### src/rtl/cprv_pkg.sv
// Shared types and default widths for the cprv write-back path.
package cprv_pkg;

  localparam int unsigned DefaultDataWidth    = 64;
  localparam int unsigned DefaultRegaddrWidth = 5;

  typedef enum logic {
    REQ_ALU = 1'b0,
    REQ_LSU = 1'b1
  } req_id_e;

endpackage

### src/rtl/cprv_scoreboard.sv
// Register busy vector: a bit is set when a producer issues and cleared when its write commits.
module cprv_scoreboard #(
  parameter int unsigned ADDR_WIDTH = cprv_pkg::DefaultRegaddrWidth
) (
  input  logic                  clk,
  input  logic                  rst,
  input  logic                  set_en,
  input  logic [ADDR_WIDTH-1:0] set_addr,
  input  logic                  clr_en,
  input  logic [ADDR_WIDTH-1:0] clr_addr,
  input  logic [ADDR_WIDTH-1:0] rs1_addr,
  input  logic [ADDR_WIDTH-1:0] rs2_addr,
  output logic                  rs1_busy,
  output logic                  rs2_busy
);

  localparam int unsigned Entries = 2 ** ADDR_WIDTH;

  logic [Entries-1:0] busy_q, busy_d;

  always_comb begin
    busy_d = busy_q;
    if (clr_en) begin
      busy_d[clr_addr] = 1'b0;
    end
    // Applied after the clear so a new producer of the same register wins.
    if (set_en) begin
      busy_d[set_addr] = 1'b1;
    end
    busy_d[0] = 1'b0;
  end

  always_ff @(posedge clk) begin
    if (rst) begin
      busy_q <= '0;
    end else begin
      busy_q <= busy_d;
    end
  end

  assign rs1_busy = busy_q[rs1_addr];
  assign rs2_busy = busy_q[rs2_addr];

endmodule

### src/rtl/cprv_wb_arbiter.sv
// Round-robin ALU/LSU write-back arbiter with a registered regfile write port.
// Define CPRV_WB_SCOREBOARD_EN to add the busy-register scoreboard for hazard queries.
module cprv_wb_arbiter
  import cprv_pkg::*;
#(
  parameter int unsigned DATA_WIDTH    = DefaultDataWidth,
  parameter int unsigned REGADDR_WIDTH = DefaultRegaddrWidth
) (
  input  logic                     clk,
  input  logic                     rst,

  input  logic                     alu_valid,
  output logic                     alu_ready,
  input  logic [REGADDR_WIDTH-1:0] alu_rd_addr,
  input  logic [DATA_WIDTH-1:0]    alu_rd_data,

  input  logic                     lsu_valid,
  output logic                     lsu_ready,
  input  logic [REGADDR_WIDTH-1:0] lsu_rd_addr,
  input  logic [DATA_WIDTH-1:0]    lsu_rd_data,

  output logic                     rd_en,
  output logic [REGADDR_WIDTH-1:0] rd_addr,
  output logic [DATA_WIDTH-1:0]    rd_data,

  input  logic                     issue_en,
  input  logic [REGADDR_WIDTH-1:0] issue_addr,

  input  logic [REGADDR_WIDTH-1:0] rs1_addr,
  input  logic [REGADDR_WIDTH-1:0] rs2_addr,
  output logic                     rs1_busy,
  output logic                     rs2_busy
);

  req_id_e                  last_grant_q, last_grant_d;
  logic                     rd_en_q, rd_en_d;
  logic [REGADDR_WIDTH-1:0] rd_addr_q, rd_addr_d;
  logic [DATA_WIDTH-1:0]    rd_data_q, rd_data_d;

  always_comb begin
    alu_ready = 1'b0;
    lsu_ready = 1'b0;
    if (!rst) begin
      if (alu_valid && lsu_valid) begin
        // Contention goes to whichever side did not win last time.
        if (last_grant_q == REQ_LSU) begin
          alu_ready = 1'b1;
        end else begin
          lsu_ready = 1'b1;
        end
      end else begin
        alu_ready = alu_valid;
        lsu_ready = lsu_valid;
      end
    end
  end

  always_comb begin
    last_grant_d = last_grant_q;
    rd_en_d      = 1'b0;
    rd_addr_d    = rd_addr_q;
    rd_data_d    = rd_data_q;
    if (alu_ready) begin
      last_grant_d = REQ_ALU;
      rd_en_d      = (alu_rd_addr != '0);
      rd_addr_d    = alu_rd_addr;
      rd_data_d    = alu_rd_data;
    end else if (lsu_ready) begin
      last_grant_d = REQ_LSU;
      rd_en_d      = (lsu_rd_addr != '0);
      rd_addr_d    = lsu_rd_addr;
      rd_data_d    = lsu_rd_data;
    end
  end

  always_ff @(posedge clk) begin
    if (rst) begin
      last_grant_q <= REQ_LSU;
      rd_en_q      <= 1'b0;
      rd_addr_q    <= '0;
      rd_data_q    <= '0;
    end else begin
      last_grant_q <= last_grant_d;
      rd_en_q      <= rd_en_d;
      rd_addr_q    <= rd_addr_d;
      rd_data_q    <= rd_data_d;
    end
  end

  assign rd_en   = rd_en_q;
  assign rd_addr = rd_addr_q;
  assign rd_data = rd_data_q;

`ifdef CPRV_WB_SCOREBOARD_EN
  cprv_scoreboard #(
    .ADDR_WIDTH(REGADDR_WIDTH)
  ) u_scoreboard (
    .clk     (clk),
    .rst     (rst),
    .set_en  (issue_en),
    .set_addr(issue_addr),
    .clr_en  (rd_en_q),
    .clr_addr(rd_addr_q),
    .rs1_addr(rs1_addr),
    .rs2_addr(rs2_addr),
    .rs1_busy(rs1_busy),
    .rs2_busy(rs2_busy)
  );
`else
  logic unused_sb_inputs;
  assign unused_sb_inputs = ^{issue_en, issue_addr, rs1_addr, rs2_addr};
  assign rs1_busy = 1'b0;
  assign rs2_busy = 1'b0;
`endif

endmodule

### config.mk
export PLATFORM = sky130hd
export DESIGN_NAME = cprv_wb_arbiter
export DESIGN_NICKNAME = d
export VERILOG_FILES = /design/src/rtl/cprv_pkg.sv /design/src/rtl/cprv_scoreboard.sv /design/src/rtl/cprv_wb_arbiter.sv
export SDC_FILE = /design/constraint.sdc
export NUM_CORES = 1
export LEC_CHECK = 0
export ABC_AREA = 1
export BUFFER_PORTS_ARGS = -buffer_cell sky130_fd_sc_hd__buf_4
export CORE_UTILIZATION = 35
export DETAILED_ROUTE_END_ITERATION = 10
export GPL_ROUTABILITY_DRIVEN = 0
export GPL_TIMING_DRIVEN = 0
export PLACE_DENSITY_LB_ADDON = 0.08
export SKIP_LAST_GASP = 1
export SLEW_MARGIN = 20
export SYNTH_ARGS = -nofsm -noshare
export SYNTH_HDL_FRONTEND = slang
export SYNTH_SLANG_ARGS = --single-unit
### constraint.sdc
create_clock -name clk -period 1.4 [get_ports clk]
set_clock_uncertainty 0.05 [all_clocks]
set_input_delay 0.14 -clock clk [delete_from_list [all_inputs] [get_ports clk]]
set_output_delay 0.14 -clock clk [all_outputs]
set_load 0.01 [all_outputs]
Yosys cells after proc, flatten, opt, wreduce, memory -nomap -nowiden:

Index checks and enable logic that the tools add are counted.

* output and inout bits: 74
* bits in registers: 71
* word-level logic and storage cells: 22
* bits of input ports: 158

* reduce and logical (&&, ||, !) cells: 4
* multiplexer cells: 14

Operators by type and width (count)
* $mux 64: 2
* $mux 1: 10
* $mux 5: 2
* $reduce_bool 5->1: 2
* $reduce_bool 2->1: 1
* $logic_and 1x1->1: 1

Depth between registers and ports, before layout:

Gate-level depths: netlist of run 1.

* depth in word-level cells: 5
* mapped depth: 9
* mapped depth without buffers: 7

Least setup slack after synthesis of run 1:

OpenSTA, ideal clock, no wires.

* path kind: reg2reg
* start: register last_grant_q
* end: register rd_data_q[10], in the netlist rd_data[10]
* library setup time: 0.115 ns
* cell stages (with the launch flop): 9
* clock period less this slack: 1.189 ns
* path buffers: 2
* arrival: 1.024 ns
* required time: 1.235 ns
* slack: 0.211 ns
* path through: dfxtp_1 > inv_1 > nand2_2 > buf_2 > buf_2 > nand3_1 > nand2_1 > nor2_1 > nor2_1

* longest elaborated chain between the ends: 4
* elaborated cells between the ends (all ways): 8
* those cells by class: mux (7); reduce/logical (1)

Ends and longest elaborated chain
* start, declared: line cprv_wb_arbiter.sv:35 `req_id_e last_grant_q, last_grant_d;`
* start signal, assigned: line cprv_wb_arbiter.sv:83 `last_grant_q <= last_grant_d;`
* $mux 1: line cprv_wb_arbiter.sv:46 `if (last_grant_q == REQ_LSU) begin`
* $mux 1: line cprv_wb_arbiter.sv:44 `if (alu_valid && lsu_valid) begin`
* $mux 1: line cprv_wb_arbiter.sv:43 `if (!rst) begin`
* $mux 64 / $reduce_bool 2->1 (equally long branches)
* end signal, assigned: line cprv_wb_arbiter.sv:86 `rd_data_q <= rd_data_d;`
* end, declared: line cprv_wb_arbiter.sv:38 `logic [DATA_WIDTH-1:0] rd_data_q, rd_data_d;`

Several ways; a longest one is shown, not always the timed one.
A chain may end at the register's enable or synchronous reset.

Worst setup path in the final report of run 1:

* start: register last_grant_q
* end: output port alu_ready

* longest elaborated chain between the ends: 3

Ends and longest elaborated chain
* $mux 1: line cprv_wb_arbiter.sv:46
* $mux 1: line cprv_wb_arbiter.sv:44
* $mux 1: line cprv_wb_arbiter.sv:43
* end, declared: line cprv_wb_arbiter.sv:13 `output logic alu_ready,`

No other way between the ends.

==> results of run 1 <==
-- per-stage QoR --
step	TNS, ns	cells	total power [W]	worst slack, ns
floorplan	0	575	0.003134	0.2109
global placement	-3.823	923	0.003930	-0.07406
detailed placement	-8.583	923	0.003962	-0.1555
CTS	-0.08952	942	0.005832	-0.08952
global route	-0.2123	941	0.006118	-0.05620
finish	0	941	0.005794	0.004272
-- state kept, by name, summed over array words and instances (netlist names) --
| register | flops |
|---|---|
| last_grant_q | 1 |
| rd_en | 1 |
| rd_data | 64 |
| rd_addr | 5 |
-- worst reg2reg max path: cells and delay by family, from the launching register on --
kind | cells | cell delay, ns
buffers and inverters | 3 | 0.44
flip-flops | 1 | 0.33
AND/OR/NAND/NOR | 5 | 0.41
-- where the power goes --
part / internal (W) / switching [W] / leakage (nW)
Combinational: 0.000824 / 0.000759 / 2.25
Sequential: 0.00224 / 0.000117 / 0.596
Clock: 0.00105 / 0.000800 / 0.110
-- worst paths after layout --
check / startpoint / slack, ns / end / depth (start not counted)
min reg2reg: rd_data[8] / 0.46 / rd_data[8] / 2
max reg2reg: last_grant_q / 0.06 / rd_data[39] / 8
min: lsu_rd_data[60] / 0.02 / rd_data[60] / 5
max: last_grant_q / 0.004 / alu_ready / 5
-- per-layer routing --
| layer | vias to the layer above | track usage (%) | share of wire, % |
|---|---|---|---|
| li1 | 2312 | - | - |
| met1 | 1977 | 26.67 | 42 |
| met2 | 167 | 37.33 | 47 |
| met3 | 30 | 5.289 | 7.3 |
| met4 | 0 | 10.27 | 3.1 |
| met5 | - | 0 | 0 |
-- synthesized netlist by cell type, drive strengths merged --
cell type | instances | area [um^2]
nand3 | 85 | 425.4
a21boi | 53 | 397.9
clkbuf | 20 | 75.07
a21oi | 70 | 350.3
o21ai | 3 | 26.27
dfxtp | 71 | 1421
inv | 37 | 138.9
nor2 | 111 | 424.2
buf | 31 | 217.7
o211ai | 1 | 7.510
conb | 1 | 3.750
nand2 | 91 | 351.6
-- logic make-up after synthesis --
logic type	Yosys count	synth area share, %
other cells	1	0.09766
flops	71	37.02
compound gates	127	20.36
buf+inv	88	11.24
simple gates	287	31.28
-- area by class of cell --
cell class,count,area [um^2],share of cell area [%]
Multi-Input combinational cell,416,2013,34.04
Timing Repair Buffer,216,1627,27.50
Sequential cell,71,1421,24.03
Buffer,49,321.6,5.437
Tap cell,136,170.2,2.877
Clock buffer,11,141.4,2.391
Inverter,37,138.9,2.348
Clock inverter,5,81.33,1.375
-- timing repair --
| action | in CTS | in global routing |
|---|---|---|
| cloned | 0 | 0 |
| setup buffers | 2 | 0 |
| gates resized for setup | 13 | 16 |
| hold buffers | 2 | 0 |
| endpoints found under the setup margin | 71 | 67 |
| hold endpoints to repair | 1 | 0 |
| pin swaps | 1 | 2 |
==> results.txt, run 1 <==
In this run the worst path has a maximum fanout of 17. The die is 106.7 um wide. The logs give 4,272 for the number of global-route vias before repair and 5605 um^2 for the placed instance area. The logs give 958 for the number of nets at the end of the flow and 0 for the count of endpoints failing setup in the final report. The worst supply voltage drop on vdd was 521.6 uV; the effective utilization at floorplan was 36.70%. Number of warnings reported in the yosys synthesis log: 0. Leaving out fill and tap cells, the most frequent cells in the layout are 223 x sky130_fd_sc_hd__buf_4, 110 x sky130_fd_sc_hd__nor2_1, 89 x sky130_fd_sc_hd__nand2_1.

The type of the worst setup path is reg2out. The data required time at the worst endpoint was 1.21 ns; the total overflow reported by the global router was 0. The logs give 0 for the number of antenna violations at the first check in global routing and 0 for the antenna diode count. Across the run, the number of max-cap violations was 0. The critical path capture point type is an output pin. The worst hold-check path type was in2reg. Dividing the detail-routed via count by the number of cells gives 4.767. The detail-routed net length per standard cell is 13.45 um, and the final wirelength is 12,650 um. The area of the mapped netlist was 3840 um^2; the core box area was 10,460 um^2. The flow ran to the end, and the final reports show no timing, DRC or antenna violations. The fraction of layout instances using a drive strength above 1 works out to 33.79%. The tools report the number of max-slew violations in the final report as 0.

The run gives 0 as the hold violation total from the final report. The commonest non-fill, non-tap cell in the layout was sky130_fd_sc_hd__buf_4. The run gives 56.53% as the final core utilization. The tools report the CTS root buffer as sky130_fd_sc_hd__clkbuf_8. The number of clock buffers inserted by TritonCTS is 9.

For this design the ratio of total power to cell area is 979.6 nW/um^2. For the maximum level of the CTS H-tree, the log shows 3. After detailed routing, the number of remaining DRC violations is 0. The tools report the global-route wire length before repair as 20,070 um. Clock insertion delay at the later pin of the skew report: 0.34 ns. The die is 106.7 um tall.

The final cycle utilization of the critical path is 99.69%, and the routed via count is 4,486. The slowest stage of the critical path belongs to the cell sky130_fd_sc_hd__dfxtp_1. The number of unique standard cell types used by synthesis was 21; the HPWL reported at the end of detailed placement was 9659 um. From synthesis to final layout, the design area changed by 54.02%. Final hold analysis gives a worst-case slack of 0.02183 ns. Setup repair after global routing could not meet its margin everywhere. The highest cell delay on the worst timing path was 0.33 ns; the share of synthesized area occupied by flip-flops and latches was 37.02%. Global routing used 22.21% of the available tracks.

Clock tree synthesis found a total of 71 sinks. Port buffering added 212 buffers. The family with the most delay on the worst path is flip-flops. The pin count of the biggest net entering global routing was 13; the antenna violation net count after detailed routing was 0. The critical path buffer and inverter count works out to 3. TritonCTS built the clock tree.

In this run, the number of DRC markers left after iteration 0 of detailed routing was 205. The run gives 5914 um^2 as the design area. Pin placement for this block handled 232 I/O pins. A synthesized cell averages 6.690 um^2.

The first-pass detailed-route iteration total was 4; the maximum clock frequency was 716.5 MHz. Number of flip-flops and latches in the synthesized netlist: 71. The logs give 1.21 ns for the data arrival at the endpoint of the critical path and 2 for the maximum clock path buffer count. The signal on the critical path passes through inv_2 -> nand2_8 -> nand2_8 -> inv_2 -> buf_4.

Synthesis handed over a netlist of 574 instances. The tools report the area enclosed by the die boundary as 11,390 um^2. Post-layout minimum cycle time: 1.396 ns. The tools report the kind of start point of the critical path as a register. Clock-pin slew was measured on the worst setup and hold paths at 0.08 ns. The cell leakage power is 2.957 nW, and the total of fill cells in the finished design is 1,049. The initialized floorplan defines 37 standard-cell rows.
Power figures use the tool's default switching activity.
==> inputs of run 2 (changes only) <==
--- a/config.mk
+++ b/config.mk
@@ -5,7 +5,6 @@
 export SDC_FILE = /design/constraint.sdc
 export NUM_CORES = 1
 export LEC_CHECK = 0
-export ABC_AREA = 1
 export BUFFER_PORTS_ARGS = -buffer_cell sky130_fd_sc_hd__buf_4
 export CORE_UTILIZATION = 35
 export DETAILED_ROUTE_END_ITERATION = 10
==> results.txt, run 2 <==
The share of synthesized area occupied by flip-flops and latches was 42.77%. Share of the synthesized netlist area taken by xor and xnor gates: 0%. The cell with the most instances after synthesis is sky130_fd_sc_hd__dfxtp_1. After layout, the minimum clock period comes to 1.590 ns. Leaving out fill and tap cells, the most frequent cell in the layout is sky130_fd_sc_hd__buf_4. Buffers inserted during clock tree synthesis total 9. Of the post-synthesis cell area, the dominant cell type holds 42.77%. The final worst slack was -0.1905 ns; the post-detailed-route DRC marker count was 0. For this run, the top clock speed supported by timing is 628.8 MHz.

The data arrival at the endpoint of the critical path was 1.83 ns; the total of buffers placed on input and output ports was 212. The effective utilization at floorplan came out at 35.96%. The run finished, with violations left. The number of antenna violations at the first check in global routing was 0; the antenna diode count was 0. The netlist uses 19 different library cells.

For this run, the detailed router's first-pass iteration total came to 4. For this run, the total global-route usage over all layers was measured as 23.80%. Power spread over the standard cell area amounts to 867.8 nW/um^2.

The tools report the final wirelength as 12,950 um. In the post-synthesis netlist, the biggest area contributors are sky130_fd_sc_hd__dfxtp_1 43%, sky130_fd_sc_hd__a221o_1 21%, sky130_fd_sc_hd__a2111oi_0 18%, sky130_fd_sc_hd__inv_1 7.9%, sky130_fd_sc_hd__clkbuf_1 3.7%. Setup violations remaining at the end of the flow were counted as 71. The actual transition at the worst max-transition pin is 0.8404 ns, and the met2 global-route usage is 40.38%. The I/O pin count is 232. The register with the most flip-flops in the layout has 64 of them. In this run the worst path has a maximum fanout of 10. Each instance of the synthesized netlist takes up on average 9.745 um^2. The post-synthesis async set-or-reset flop share was 0%; the antenna violation net count after detailed routing was 0. The clock insertion delay at the later pin of the skew report was 0.34 ns. The first global-routing pass estimated 18,840 um of wire. The run gives 3.002 nW as the cell leakage power.

For the number of max-slew violations in the final report, the log shows 0. Of all cell types, the one taking the most synthesized area is sky130_fd_sc_hd__dfxtp_1. The number of warnings reported in the yosys synthesis log is 0, and the clock slew seen by the registers of the worst setup and hold paths is 0.08 ns. For the maximum level of the CTS H-tree, the log shows 3. Tightest slew margin relative to the limit: 43.97%. The kind of start point of the critical path was a register.

For the worst slack after detailed placement, the log shows -0.3679 ns. The mux cell area share after synthesis is 0%. Measured along the y axis, the die boundary spans 99.44 um. Grouping stages by cell kind, the critical path spends the most delay in compound AO/OA/AOI/OAI gates. After synthesis, the largest family of logic cells by area is compound AO/OA/AOI/OAI gates.

The area enclosed by the die boundary is 9888 um^2, and the number of global-route vias before repair is 3,874. The worst setup path is captured at a register. The number of maximum-capacitance constraint violations is 0. Counting instances in the post-synthesis netlist gives the leading cell types as 71 x sky130_fd_sc_hd__dfxtp_1, 70 x sky130_fd_sc_hd__inv_1, 69 x sky130_fd_sc_hd__a2111oi_0, 69 x sky130_fd_sc_hd__a221o_1, 33 x sky130_fd_sc_hd__clkbuf_1.

The horizontal die dimension is 99.44 um. The hold violation total from the final report is 0, and the worst supply voltage drop on vdd is 509.0 uV. The synthesized design contains 71 register bits.

The checks that failed: setup timing. Detailed placement ended at an HPWL of 8012 um. Area of the multi-input gates: 1698 um^2.

The number of nets at the end of the flow is 805, and the share of the synthesized area in compound gates (AO/OA/AOI/OAI) is 39.50%. The tools report the pin count of the biggest net entering global routing as 13. The routed via count came out at 4,142.

Walking the worst path, the cells encountered are nand2b_4 -> buf_4 -> clkbuf_2 -> a2111oi_1 -> a221o_1. Area of the mapped netlist: 3323 um^2. The logs give 71 for the number of sinks handled by clock tree synthesis and 9240 um^2 for the core box area. The detail-routed net length per standard cell works out to 16.58 um.

At the worst endpoint, the required time is 1.64 ns. Synthesis handed over a netlist of 341 instances. Cells fill 71.13% of the core in the end.

The critical path is of the reg2reg type. Area growth from synthesis to final layout: 97.78%. The starting DRC count in detailed routing is 137, and the hold slack is 0.02106 ns. Final cycle utilization of the critical path: 113.6%. Setup repair after global routing could not meet its margin everywhere. Worst hold-check path type: in2reg.

Dominant register cell in the synthesized netlist: sky130_fd_sc_hd__dfxtp_1. The number of buffers and inverters on the critical path is 2. The layer flagged by global routing as most heavily used is met2. The maximum clock path buffer count is 2, and the simple-gate share of the synthesized area is 1.995%. Counting the fill cells in the layout gives 726. The per-cell via count in the routed design works out to 5.303.

In this run the register-to-register setup slack is -0.19 ns. Summing all flip-flop and latch instances after layout gives 1423 um^2. Global routing used 30.66% of the available met1 tracks. The library cells used most frequently in the layout, excluding fill and tap cells, are 221 x sky130_fd_sc_hd__buf_4, 70 x sky130_fd_sc_hd__inv_1, 70 x sky130_fd_sc_hd__dfxtp_1.

Counting flops with a built-in enable in the synthesized netlist gives 0. The tools report the placement row count as 35. Summing the areas of all fa, ha and maj instances in the mapped netlist gives 0% of the synthesized area.

TritonCTS built the clock tree. Global routing consumed, on the met3 layer, 3.795% of the routing resources. The fraction of layout instances using a drive strength above 1 works out to 46.47%. On the critical path, the stage with the largest delay is an instance of sky130_fd_sc_hd__a2111oi_1. In this design, the stage delay of the slowest critical-path cell is 0.50 ns. CTS placed an instance of sky130_fd_sc_hd__clkbuf_8 at the clock tree root. Global routing finished with a remaining overflow of 0.
-- run 2: cell count changes in the layout (fill, tap and decap cells not counted), sizes merged, moves of 3 or more --
cell         change
nor2           -108
nand2           -90
nand3           -85
a21oi           -70
a2111oi         +69
a221o           +69
dlygate4sd3     +67
a21boi          -53
inv             +33
clkbuf          +16
buf              -7
o21ai            -3
-- run 2: per-stage QoR --
| step | TNS (ns) | cell area (um^2) | instances | total power [W] |
|---|---|---|---|---|
| 2_1_floorplan | -1.307 | 3341 | 342 | 0.002836 |
| 3_3_place_gp | -20.10 | 5094 | 683 | 0.003533 |
| 3_5_place_dp | -23.01 | 5094 | 683 | 0.003542 |
| 4_1_cts | -10.37 | 6101 | 774 | 0.005531 |
| 5_1_grt | -12.96 | 6573 | 781 | 0.005933 |
| 6_report | -8.644 | 6573 | 781 | 0.005703 |
-- run 2: layer usage --
layer | wire length, um | part of all wire [%]
met5 | 0 | 0
met1 | 5488 | 42
met4 | 174 | 1.3
met2 | 6559 | 51
met3 | 729 | 5.6
-- run 2: final timing paths --
kind                  start           to  cells past startpoint
min reg2reg     rd_data[13]  rd_data[13]                      1
max reg2reg    last_grant_q  rd_data[20]                      5
max            last_grant_q  rd_data[20]                      5
min          lsu_rd_addr[3]        rd_en                      3
-- run 2: cells by family after synthesis --
family	after synthesis
AOI/OAI and AO/OA	140
buffers and inverters	118
DFF	71
other	1
and+or+nand+nor	11
-- run 2: final cells by class --
class	instances	share of cell area (%)
plain buffers	45	4.321
clock buffers	10	1.942
clock inverters	6	1.294
inverters	70	3.998
multi-input cells	153	25.83
flip-flops and latches	71	21.64
well taps	129	2.456
repair buffers	297	38.51
-- run 2: worst reg2reg max path, cell delays in order (launching register included) --
cell	delay, ns
sky130_fd_sc_hd__dfxtp_2	0.33
sky130_fd_sc_hd__nand2b_4	0.16
sky130_fd_sc_hd__buf_4	0.15
sky130_fd_sc_hd__clkbuf_2	0.20
sky130_fd_sc_hd__a2111oi_1	0.50
sky130_fd_sc_hd__a221o_1	0.17
-- run 2: repair_timing --
action,CTS,global route
gates resized for setup,26,106
setup endpoints to repair,71,71
gates cloned,0,6
hold buffers,69,0
buffers inserted,7,3
pin swaps,1,2
hold endpoints to repair,69,0
-- run 2: power breakdown --
| group | internal [W] | switching, W |
|---|---|---|
| registers | 0.00220 | 0.000105 |
| clock network | 0.000998 | 0.000810 |
| logic | 0.000929 | 0.000657 |
| total | 0.00413 | 0.00157 |
